$ cat src/rtl/core_int_ctrl_if.sv
// core_int_ctrl_if: interrupt request/acknowledge handshake between the controller and execute
interface core_int_ctrl_if #(
    parameter int XLEN = 64
);
    logic            int_req;
    logic [6:0]      int_cause;
    logic [XLEN-1:0] int_tvec;
    logic            int_ack;
    modport master (output int_req, int_cause, int_tvec, input int_ack);
    modport slave  (input int_req, int_cause, int_tvec, output int_ack);
endinterface

$ cat src/rtl/core_int_ctrl.sv
// core_int_ctrl: machine-mode interrupt controller with fixed-priority arbitration and registered req/ack
module core_int_ctrl #(
    parameter int XLEN   = 64,
    parameter int NLOCAL = 16
) (
    input  logic              g_clk,
    input  logic              g_resetn,
    input  logic              int_sw,
    input  logic              int_ti,
    input  logic              int_ext,
    input  logic [NLOCAL-1:0] int_local,
    input  logic [NLOCAL-1:0] local_edge,
    input  logic [NLOCAL-1:0] mip_local_clr,
    input  logic [XLEN-1:0]   mtvec_base,
    input  logic [1:0]        mtvec_mode,
    input  logic              mstatus_mie,
    input  logic              mie_meie,
    input  logic              mie_mtie,
    input  logic              mie_msie,
    input  logic [NLOCAL-1:0] mie_local,
    output logic              mip_meip,
    output logic              mip_mtip,
    output logic              mip_msip,
    output logic [NLOCAL-1:0] mip_local,
    core_int_ctrl_if.master   bus
);
    typedef enum logic [1:0] {IDLE, REQ, HOLD} state_t;
    state_t            state_q, state_d;
    logic [NLOCAL-1:0] prev_q, lpend_q, lpend_d, ack_clr;
    logic              int_req_q, int_req_d;
    logic [6:0]        cause_q, cause_d, win_cause;
    logic [XLEN-1:0]   tvec_q, tvec_d, base_al, win_tvec;
    logic [63:0]       cand;
    logic              any_cand, ack_fire;
    logic              unused_bits;

    assign unused_bits = ^{mtvec_mode[1], mtvec_base[1:0]};
    assign mip_meip = int_ext;
    assign mip_mtip = int_ti;
    assign mip_msip = int_sw;
    assign mip_local = (local_edge & lpend_q) | (~local_edge & int_local);
    assign ack_fire = (state_q == REQ) && bus.int_ack;
    assign base_al = {mtvec_base[XLEN-1:2], 2'b00};
    assign win_tvec = mtvec_mode[0] ? base_al + {{(XLEN-9){1'b0}}, win_cause, 2'b00} : base_al;
    assign bus.int_req = int_req_q;
    assign bus.int_cause = cause_q;
    assign bus.int_tvec = tvec_q;

    // Candidates indexed by cause; later assignments override earlier ones, so locals (highest index last) win
    always_comb begin
        cand = '0;
        cand[11] = int_ext & mie_meie;
        cand[3] = int_sw & mie_msie;
        cand[7] = int_ti & mie_mtie;
        for (int i = 0; i < NLOCAL; i++) cand[16+i] = mip_local[i] & mie_local[i];
        win_cause = cand[7] ? 7'd7 : 7'd0;
        if (cand[3]) win_cause = 7'd3;
        if (cand[11]) win_cause = 7'd11;
        for (int i = 0; i < NLOCAL; i++) if (cand[16+i]) win_cause = 7'(16 + i);
        any_cand = |cand;
    end

    // Edge-latched pending: a new rising edge beats any clear; level-mode lines leave lpend untouched
    always_comb begin
        for (int i = 0; i < NLOCAL; i++) begin
            ack_clr[i] = ack_fire && (cause_q == 7'(16 + i));
            lpend_d[i] = local_edge[i] ? ((int_local[i] & ~prev_q[i]) | (lpend_q[i] & ~(mip_local_clr[i] | ack_clr[i]))) : lpend_q[i];
        end
    end

    // Handshake FSM; HOLD arbitrates like IDLE so a new request can appear two cycles after ack
    always_comb begin
        state_d = state_q;
        int_req_d = int_req_q;
        cause_d = cause_q;
        tvec_d = tvec_q;
        case (state_q)
            REQ: begin
                if (bus.int_ack) begin
                    state_d = HOLD;
                    int_req_d = 1'b0;
                end else if (!mstatus_mie || !cand[cause_q[5:0]]) begin
                    state_d = IDLE;
                    int_req_d = 1'b0;
                end
            end
            default: begin
                state_d = IDLE;
                if (mstatus_mie && any_cand) begin
                    state_d = REQ;
                    int_req_d = 1'b1;
                    cause_d = win_cause;
                    tvec_d = win_tvec;
                end
            end
        endcase
    end

    // State and request registers with synchronous active-low reset
    always_ff @(posedge g_clk) begin
        if (!g_resetn) begin
            state_q <= IDLE;
            int_req_q <= 1'b0;
            cause_q <= '0;
            tvec_q <= '0;
            lpend_q <= '0;
            prev_q <= '0;
        end else begin
            state_q <= state_d;
            int_req_q <= int_req_d;
            cause_q <= cause_d;
            tvec_q <= tvec_d;
            lpend_q <= lpend_d;
            prev_q <= int_local;
        end
    end
endmodule

$ cat src/flat_wrapper.sv
// flat-port wrapper written by rule: the top's interface ports become plain ports
module core_int_ctrl_flat 
#(
    parameter int XLEN   = 64,
    parameter int NLOCAL = 16
)
  (g_clk, g_resetn, int_sw, int_ti, int_ext, int_local, local_edge, mip_local_clr, mtvec_base, mtvec_mode, mstatus_mie, mie_meie, mie_mtie, mie_msie, mie_local, mip_meip, mip_mtip, mip_msip, mip_local, bus_int_req, bus_int_cause, bus_int_tvec, bus_int_ack);
  core_int_ctrl_if #(.XLEN(XLEN)) bus_i ();
  input  logic g_clk;
  input  logic g_resetn;
  input  logic int_sw;
  input  logic int_ti;
  input  logic int_ext;
  input  logic [NLOCAL-1:0] int_local;
  input  logic [NLOCAL-1:0] local_edge;
  input  logic [NLOCAL-1:0] mip_local_clr;
  input  logic [XLEN-1:0] mtvec_base;
  input  logic [1:0] mtvec_mode;
  input  logic mstatus_mie;
  input  logic mie_meie;
  input  logic mie_mtie;
  input  logic mie_msie;
  input  logic [NLOCAL-1:0] mie_local;
  output logic mip_meip;
  output logic mip_mtip;
  output logic mip_msip;
  output logic [NLOCAL-1:0] mip_local;
  output wire logic [$bits(bus_i.int_req)-1:0] bus_int_req;
  output wire logic [$bits(bus_i.int_cause)-1:0] bus_int_cause;
  output wire logic [$bits(bus_i.int_tvec)-1:0] bus_int_tvec;
  input wire logic [$bits(bus_i.int_ack)-1:0] bus_int_ack;
  assign bus_int_req = bus_i.int_req;
  assign bus_int_cause = bus_i.int_cause;
  assign bus_int_tvec = bus_i.int_tvec;
  assign bus_i.int_ack = bus_int_ack;
  core_int_ctrl #(.XLEN(XLEN), .NLOCAL(NLOCAL)) u_core (.g_clk(g_clk), .g_resetn(g_resetn), .int_sw(int_sw), .int_ti(int_ti), .int_ext(int_ext), .int_local(int_local), .local_edge(local_edge), .mip_local_clr(mip_local_clr), .mtvec_base(mtvec_base), .mtvec_mode(mtvec_mode), .mstatus_mie(mstatus_mie), .mie_meie(mie_meie), .mie_mtie(mie_mtie), .mie_msie(mie_msie), .mie_local(mie_local), .mip_meip(mip_meip), .mip_mtip(mip_mtip), .mip_msip(mip_msip), .mip_local(mip_local), .bus(bus_i));
endmodule
$ cat config.mk
export PLATFORM = sky130hd
export DESIGN_NAME = core_int_ctrl_flat
export DESIGN_NICKNAME = d
export VERILOG_FILES = /design/src/rtl/core_int_ctrl_if.sv /design/src/rtl/core_int_ctrl.sv /design/src/flat_wrapper.sv
export SDC_FILE = /design/constraint.sdc
export NUM_CORES = 1
export LEC_CHECK = 0
export CORE_UTILIZATION = 46
export CTS_BUF_LIST = sky130_fd_sc_hd__clkbuf_4 sky130_fd_sc_hd__clkbuf_8
export DETAILED_ROUTE_END_ITERATION = 12
export GPL_ROUTABILITY_DRIVEN = 1
export HOLD_SLACK_MARGIN = 0.15
export PLACE_DENSITY_LB_ADDON = 0.25
export SYNTH_ARGS = -nofsm -noshare
export SYNTH_HDL_FRONTEND = slang
export SYNTH_SLANG_ARGS = --single-unit
$ cat constraint.sdc
create_clock -name g_clk -period 6.5 [get_ports g_clk]
set_clock_uncertainty 0.1 [all_clocks]
set_input_delay 1.95 -clock g_clk [delete_from_list [all_inputs] [get_ports g_clk]]
set_output_delay 1.95 -clock g_clk [all_outputs]
set_load 0.05 [all_outputs]
## After elaboration in Yosys (flattened, before gate mapping)

Cells that the tools add are included.

- Logic and storage cells: 216
- Input port bits: 140
- Output and inout port bits: 91
- Register bits: 106

- Order comparisons: 1
- Bitwise operators: 120
- Reduce and logical (&&, ||, !) cells: 25
- Eq/ne operators: 18
- Add/subtract/negate cells: 1
- Mux-type cells: 30

Operators with widths:

| kind | count |
|---|---|
| 7-bit 2-to-1 mux | 18 |
| 7-bit by 5-bit == test with 1-bit output, second input constant | 16 |
| 64-bit by 9-bit adder with 64-bit output | 1 |
| 64-bit 2-to-1 mux | 1 |
| 1-bit bitwise AND | 51 |
| 1-bit inverter | 33 |
| 16-bit bitwise AND | 2 |
| 1-bit OR | 32 |
| 19-bit OR reduction | 1 |
| 1-bit logical AND | 18 |
| 16-bit inverter | 1 |
| 16-bit OR | 1 |
| 6-bit by 7-bit < comparator with 1-bit output, second input constant | 1 |
| 1-bit binary-select mux with 6-bit select | 1 |
| 1-bit 2-to-1 mux | 6 |
| 2-bit 2-to-1 mux | 3 |
| 2-bit AND reduction | 2 |
| 3-bit 2-to-1 mux | 1 |
| 3-bit inequality test, second input constant | 1 |
| 2-bit by 1-bit == test with 1-bit output, second input constant | 1 |
| 1-bit zero test | 2 |
| 2-bit nonzero test | 1 |
| 1-bit logical OR | 1 |

## Depth between registers and ports, before layout

Gate-level depths: netlist of run 1.

- Word-level depth: 22
- Gate-level depth with buffers: 15
- Depth with buffers taken out: 15

## Least setup slack after synthesis of run 1

Ideal clock, no wire load.

- Kind: input-to-reg
- From: input port local_edge[1]
- To: register u_core.tvec_q[30], in the netlist u_core.bus.int_tvec[30]
- Arrival time: 5.172 ns
- Buffers on the path: 0
- Cell stages on the path: 13
- Required time: 6.314 ns
- Path slack: 1.143 ns
- Setup time: 0.086 ns
- Cells stage by stage: mux2_2 a22oi_1 a221o_1 a31oi_1 o221ai_1 inv_1 fa_1 nor2b_1 o2111ai_2 a2111oi_1 nand3_1 xor2_1 a211oi_1

- Cells in the longest elaborated chain, start to end: 21
- Elaborated cells between the ends (all ways): 25
- Those cells by class: add/sub (1); mux (16); bitwise (5); reduce/logical (3)

RTL lines:

| element | RTL line | source |
|---|---|---|
| from (decl) | flat_wrapper.sv:15 | `input logic [NLOCAL-1:0] local_edge;` |
| 16-bit inverter | core_int_ctrl.sv:41 | `assign mip_local = (local_edge & lpend_q) \| (~local_edge & int_local);` |
| 16-bit bitwise AND | core_int_ctrl.sv:41 |  |
| 16-bit OR (*) | core_int_ctrl.sv:41 |  |
| 1-bit bitwise AND (*) | core_int_ctrl.sv:55 | `for (int i = 0; i < NLOCAL; i++) cand[16+i] = mip_local[i] & mie_local[i];` |
| 7-bit 2-to-1 mux (*) (15 in series) | core_int_ctrl.sv:59 | `for (int i = 0; i < NLOCAL; i++) if (cand[16+i]) win_cause = 7'(16 + i);` |
| named net u_core.win_cause[1] | core_int_ctrl.sv:31 | `logic [6:0] cause_q, cause_d, win_cause;` |
| 64-bit by 9-bit adder with 64-bit output (*) | core_int_ctrl.sv:44 | `assign win_tvec = mtvec_mode[0] ? base_al + {{(XLEN-9){1'b0}}, win_cause, 2'b00} : base_al;` |
| 64-bit 2-to-1 mux (*) | core_int_ctrl.sv:44 |  |
| to (signal assigned) | core_int_ctrl.sv:112 | `tvec_q <= tvec_d;` |
| to (decl) | core_int_ctrl.sv:32 | `logic [XLEN-1:0] tvec_q, tvec_d, base_al, win_tvec;` |

The timed path passes the listed nets; every way through them passes the cells marked *.
A chain may end at the register's enable or synchronous reset.

## Worst setup path after layout of run 1

- From: input port local_edge[1]
- To: register u_core.tvec_q[48], in the netlist u_core.bus.int_tvec[48]

The elaborated chain is that of the path after synthesis.

==> results.tsv, run 1 <==
stage	metric	value	unit
run_status	status	complete, no violations	
drt	drt_first_iter_violations	385	
worst_setup_path	r2r-start	u_core.lpend_q[1]	
clock_network	postCtsHoldBufs	0	
clock_network	cts_buffers	9	
worst_setup_path	reg2reg_depth	13	
power_and_ir_drop	ir_drop	0.100	mV
job	maxCapViolCount	0	
synthesis	synth.yosys.seq_area_share	34.2	%
placed_design	port_buffers	223	
finish	layout_commonest_cell	clkdlybuf4s50_1	
finish	areaGrowthSynthToFinish	42.8	%
worst_setup_path	start_kind	input port	
worst_setup_path	path_buf_inv	2	
worst_setup_path	critPathMaxStageDelay	670	ps
clock_network	htree_levels	3	
finish	drive_gt1_share	6.18	%
floorplan	die_h	116	µm
grt	grt_overflow	0	
timing	max_freq	170	MHz
clock_network	cts_tree	built	
worst_hold_path	hold_class	flop to flop	
finish	diodes	0	
finish	layout_common_cells	223 x clkdlybuf4s50_1, 102 x dfxtp_1, 87 x nor2_1, 59 x nand2_1, 52 x a211oi_1	
worst_setup_path	crit_type	input port to flop	
worst_setup_path	startpoint	local_edge[1]	
timing	fin_ws	623	ps
drt	via_count	6101	
power_and_ir_drop	p_leak	3.08	nW
timing	fin_crit	5880	ps
synthesis	yosys_register_bits	102	
clock_network	cts.clk_slew.worst_paths	100	ps
worst_setup_path	rrSetupSlack	2470	ps
clock_network	cts_setup_buffers	0	
worst_setup_path	critPathSlowestCell	a2111oi_4	
worst_setup_path	crit_arrival	6080	ps
grt	grt_pass1_vias	5593	
clock_network	clock_latency	380	ps
clock_network	cts_resized	0	
synthesis	synth_top_area_share	34.2	%
grt	antenna_found_initial	0	
timing	relSlewSlack	21.4	%
floorplan	start_util	47.3	%
floorplan	ios	231	
timing	setup_tns	0	ps
worst_setup_path	critPathMaxFanout	8	
placed_design	post-place-ws	270	ps
synthesis	synth.avg_cell_area	8.18	µm²
synthesis	ys_warn_count	0	
clock_network	cts_root_buffer	clkbuf_8	
worst_setup_path	crit_path_end	u_core.bus.int_tvec[48]	
drt	wl	18100	µm
placed_design	place.gp.congestion	0.879	
synthesis	synthFlopType	dfxtp_1	
worst_setup_path	cp.depth	14	
timing	rsz0062_at_grt	false	
drt	ant_nets	0	
drt	first_pass_iters	5	
floorplan	dieArea	13400	µm²
timing	post-route-period-util	90.4	%
timing	maxSlewViolCount	0	
grt	grt_pass1_wl	28100	µm
synthesis	synth_top_cell_by_area	dfxtp_1	
drt	wl_per_cell	16.3	µm
clock_network	cts_max_path_buffers	2	
synthesis	synth_area_leaders	dfxtp_1 34%, a211oi_1 6.5%, nor2_1 5.5%	
timing	setup_violations	0	
synthesis	ys_types	71	
worst_setup_path	cp-end-kind	flop	
finish	fin_nets	1080	
worst_setup_path	crit_chain	clkdlybuf4s50_1, mux2_2, a22oi_1, a221o_1, a31oi_1, o221ai_1, inv_1, fa_1, nor2b_1, o2111ai_2, a2111oi_4, nand4b_1, xor2_1, a211oi_1	
floorplan	fp.coreArea	12600	µm²
clock_network	cts_sinks	102	
power_and_ir_drop	p_per_area	218	nW/µm²
worst_setup_path	timing.rr.end	u_core.bus.int_tvec[48]	
timing	hold_viol	0	
worst_setup_path	cp_top_family	compound AO/OA/AOI/OAI gates	
floorplan	dieWidth	116	µm
grt	grt_max_degree	71	
grt	grt_usage	27.1	%
synthesis	syn_inst	730	
floorplan	num_rows	41	
synthesis	synth_edf_count	0	
drt	drt-vias-per-instance	5.50	
synthesis	syn_area	5970	µm²
worst_setup_path	cp.required	6710	ps
timing	worst_pin_slew	1180	ps
placed_design	dp_hpwl	13900	µm
drt	drc_errors	0	
synthesis	async_flop_share	0	%
-- worst min-delay path, delay by kind of cell, from the launching register on --
kind	cells	cell delay, ps
simple gates	1	50
compound gates	1	50
flops	1	320
-- how the worst min path moves through the flow --
stage | startpoint | endpoint | slack (ps) | depth (start not counted)
finish | u_core.bus.int_tvec[3] | u_core.bus.int_tvec[3] | 360 | 2
global route | u_core.bus.int_tvec[3] | u_core.bus.int_tvec[3] | 370 | 2
CTS | u_core.bus.int_tvec[3] | u_core.bus.int_tvec[3] | 360 | 2
detailed placement | u_core.bus.int_tvec[3] | u_core.bus.int_tvec[3] | 340 | 2
global placement | u_core.bus.int_tvec[3] | u_core.bus.int_tvec[3] | 340 | 2
floorplan | u_core.lpend_q[0] | u_core.lpend_q[0] | 350 | 2
-- report_power, final --
part	leakage (nW)	internal [W]	total [W]	switching [W]
Sequential	0.845	0.000680	0.000718	0.0000377
Clock	0.123	0.000268	0.000489	0.000221
Combinational	2.12	0.000263	0.000655	0.000392
-- registers in the layout, summed over array words and instances (netlist names) --
name and flops:
u_core.bus.int_cause 5, u_core.lpend_q 16, u_core.bus.int_req 1, u_core.bus.int_tvec 62
u_core.state_q 2, u_core.prev_q 16
-- per-layer routing --
| layer | part of all wire [%] | global-route usage [%] |
|---|---|---|
| met5 | 0 | 0 |
| met4 | 2.7 | 12.0 |
| met3 | 8.6 | 6.28 |
| met2 | 46 | 45.1 |
| met1 | 43 | 33.5 |
-- cells in the mapped netlist, types with 21 or more instances --
library cell	count
dfxtp_1	102
nor2_1	87
nand2_1	59
a211oi_1	52
a21oi_1	40
xnor2_1	31
nand3_1	29
inv_1	27
xor2_1	27
o21ai_0	26
clkbuf_1	24
nand4_1	23
and2_1	21
-- final cells by class --
cell class              instances  area [µm²]
clock buffers                  11         145
inverters                      28         105
clock inverters                 4        95.1
flip-flops and latches        102        2040
multi-input cells             562        3640
fillers                      1088        4090
repair buffers                231        2290
well taps                     172         215
-- logic make-up after synthesis --
group / count (synthesis) / synth area share (%)
compound gates: 169 / 19.5
flops: 102 / 34.2
fa+ha+maj: 6 / 1.38
buf+inv: 69 / 5.13
xor+xnor: 58 / 8.51
simple gates: 301 / 26.3
other cells: 1 / 0.0628
mux: 24 / 4.97
-- metrics by stage --
| stage | utilization [%] | total power [W] | hold WS [ps] | cell area [µm²] | cells |
|---|---|---|---|---|---|
| floorplan | - | 0.00113 | 346 | 5980 | 733 |
| global placement | 65.7 | 0.00138 | 340 | 8290 | 1095 |
| detailed placement | 65.7 | 0.00139 | 344 | 8290 | 1095 |
| CTS | 67.6 | 0.00188 | 357 | 8530 | 1110 |
| global route | 67.6 | 0.00195 | 375 | 8530 | 1110 |
| finish | 67.6 | 0.00186 | 357 | 8530 | 1110 |
No activity file was read; power rests on OpenSTA's default activity.
==> run 2: changes to the inputs <==
- SKIP_LAST_GASP: default -> 1
- TNS_END_PERCENT: default -> 30
==> results of run 2 <==
Final layout, timing and power as in run 1 (identical DEF).
==> run 3: changes to the inputs <==
- CORE_MARGIN: default -> 5
==> run 3 against run 2 <==
Hold slack got worse by 2.4 ps; sequential power about the same; cell area is 0.63% lower; critical path type unchanged; critical endpoint is now u_core.bus.int_tvec[46]; highest routed layer unchanged.
==> results.tsv, run 3 (synthesis gave the netlist of run 1 again) <==
stage	metric	value	unit	change
finish	multi_input_area	3640	µm²	unchanged
power_and_ir_drop	pwr-share-seq	40.8	%	+2.3 points
power_and_ir_drop	switching_share	38.4	%	+3.4 points
finish	fin_util	66.9	%	-0.70 points
floorplan	die_h	124	µm	+6.9%
worst_setup_path	timing.rr.end	u_core.bus.int_tvec[46]		
worst_setup_path	start_kind	input port		
drt	drt_first_iter_violations	425		+10%
clock_network	cts_setup_buffers	0		unchanged
power_and_ir_drop	power_frac_comb	37.5	%	+2.3 points
grt	grt_usage	24.5	%	-2.6 points
worst_setup_path	crit_arrival	6070	ps	about the same
timing	rsz0062_at_grt	false		
timing	fin_crit	5860	ps	-13.7 ps
worst_setup_path	rrSetupSlack	2490	ps	+20 ps
grt	grt_overflow	0		unchanged
drt	wl_per_cell	17.6	µm	+7.7%
finish	fin_nets	1080		unchanged
power_and_ir_drop	p_per_area	208	nW/µm²	-4.9%
finish	areaGrowthSynthToFinish	41.9	%	
drt	wl	19500	µm	+7.8%
floorplan	dieWidth	124	µm	+6.9%
floorplan	num_rows	41		unchanged
finish	fin_area	8480	µm²	-0.63%
drt	drt-vias-per-instance	5.59		+1.7%
floorplan	fp.coreArea	12700	µm²	+0.41%
worst_setup_path	r2r-start	u_core.lpend_q[1]		
finish	largest_reg_flops	62		unchanged
clock_network	cts_tree	built		
drt	drc_errors	0		unchanged
timing	setup_tns	0	ps	unchanged
grt	grt_pass1_vias	5894		+5.4%
placed_design	dp_hpwl	15000	µm	+8.0%
clock_network	cts_resized	0		unchanged
power_and_ir_drop	p_leak	3.05	nW	-1.0%
grt	use_met2	40.5	%	-4.6 points
timing	worst_pin_slew	1200	ps	+20.0 ps
worst_setup_path	reg2reg_depth	13		unchanged
grt	grt_max_degree	73		+2.8%
floorplan	dieArea	15400	µm²	+14%
worst_hold_path	holdPathStages	2		unchanged
power_and_ir_drop	ir_drop	0.118	mV	+17%
grt	grt_pass1_wl	29500	µm	+5.0%
grt	grt_busiest_layer	met2		
drt	first_pass_iters	5		unchanged
finish	layout_common_cells	223 x clkdlybuf4s50_1, 102 x dfxtp_1, 87 x nor2_1, 59 x nand2_1, 52 x a211oi_1		
grt	antenna_found_initial	0		unchanged
worst_setup_path	crit_type	input port to flop		
worst_setup_path	cp.required	6710	ps	about the same
drt	ant_nets	0		unchanged
clock_network	cts_max_path_buffers	2		unchanged
worst_setup_path	cp-end-kind	flop		
grt	grt_use_met3	5.59	%	-0.69 points
timing	relSlewSlack	20.1	%	-1.3 points
power_and_ir_drop	internal_power	0.00108	W	-10%
worst_hold_path	min-delay-start	u_core.bus.int_tvec[8]		
finish	layout_commonest_cell	clkdlybuf4s50_1		
run_status	status	complete, no violations		
placed_design	port_buffers	223		unchanged
timing	maxSlewViolCount	0		unchanged
timing	setup_violations	0		unchanged
job	maxCapViolCount	0		unchanged
clock_network	cts_sinks	102		unchanged
clock_network	cts_root_buffer	clkbuf_8		
clock_network	postCtsHoldBufs	0		unchanged
placed_design	place.gp.congestion	0.933		+6.2%
power_and_ir_drop	clkPwrFrac	21.7	%	-4.6 points
timing	max_freq	171	MHz	+0.23%
placed_design	placed_cell_area	8300	µm²	+0.15%
power_and_ir_drop	switchingPower	0.000675	W	+3.7%
timing	post-route-period-util	90.2	%	-0.21 points
drt	via_count	6209		+1.8%
worst_hold_path	holdPathEnd	u_core.bus.int_tvec[8]		
finish	regArea	2040	µm²	unchanged
clock_network	cts.clk_slew.worst_paths	110	ps	about the same
worst_hold_path	hold_class	flop to flop		
finish	fill_cells	1114		+2.4%
floorplan	start_util	47.1	%	-0.19 points
grt	grtUsageMet1	30.7	%	-2.8 points
floorplan	ios	231		unchanged
clock_network	cts_buffers	9		unchanged
timing	whs	355	ps	-2.40 ps
clock_network	htree_levels	3		unchanged
timing	hold_viol	0		unchanged
finish	drive_gt1_share	6.28	%	+0.10 points
finish	diodes	0		unchanged
clock_network	clock_latency	380	ps	about the same
worst_setup_path	critPathMaxFanout	8		unchanged
-- run 3: cell types whose count changed in the layout (fill, tap and decap cells not counted), sizes merged --
cell	change
clkinv	+3
clkbuf	-2
bufinv	-3
clkinvlp	+2
inv	+1
-- run 3: per-stage QoR --
step / setup slack, ps / power, W / cells
global route: 335 / 0.00184 / 1111
finish: 637 / 0.00176 / 1111
global placement: 326 / 0.00138 / 1095
CTS: 641 / 0.00177 / 1111
detailed placement: 231 / 0.00139 / 1095
floorplan: 1140 / 0.00113 / 733
-- run 3: power by group through the flow --
stage,Clock [W],Sequential (W),Combinational (W)
floorplan,0,0.000870,0.000257
global placement,0,0.000730,0.000652
detailed placement,0,0.000731,0.000657
CTS,0.000391,0.000718,0.000661
global route,0.000410,0.000726,0.000701
finish,0.000382,0.000718,0.000660
-- run 3: how the worst max path moves through the flow --
stage                              from                 endpoint  slack, ps  cells after the start
after floorplan           local_edge[1]  u_core.bus.int_tvec[30]       1140                     13
after global placement    local_edge[1]  u_core.bus.int_tvec[44]        330                     14
after detailed placement  local_edge[1]  u_core.bus.int_tvec[48]        230                     14
after CTS                 local_edge[1]  u_core.bus.int_tvec[44]        640                     14
after global routing      local_edge[1]  u_core.bus.int_tvec[46]        330                     14
final                     local_edge[1]  u_core.bus.int_tvec[46]        640                     14
-- run 3: metal layers --
metal | share of wire (%) | vias up
met4 | 2.6 | 0
met3 | 10 | 29
li1 | - | 3045
met2 | 47 | 280
met1 | 41 | 2855
met5 | 0 | -
-- run 3: final cells by class --
cell class	instances	share of cell area [%]
Clock buffer	9	1.46
Clock inverter	7	0.590
Inverter	28	1.24
Multi-Input combinational cell	562	42.9
Sequential cell	102	24.1
Tap cell	172	2.54
Timing Repair Buffer	231	27.2
-- run 3: worst max-delay path: stages --
cell,delay [ps]
clkdlybuf4s50_1,510
mux2_2,390
a22oi_1,280
a221o_1,190
a31oi_1,80
o221ai_1,330
inv_1,110
fa_1,440
nor2b_1,210
o2111ai_2,280
a2111oi_4,690
nand3_1,190
xnor2_1,170
a211oi_1,230
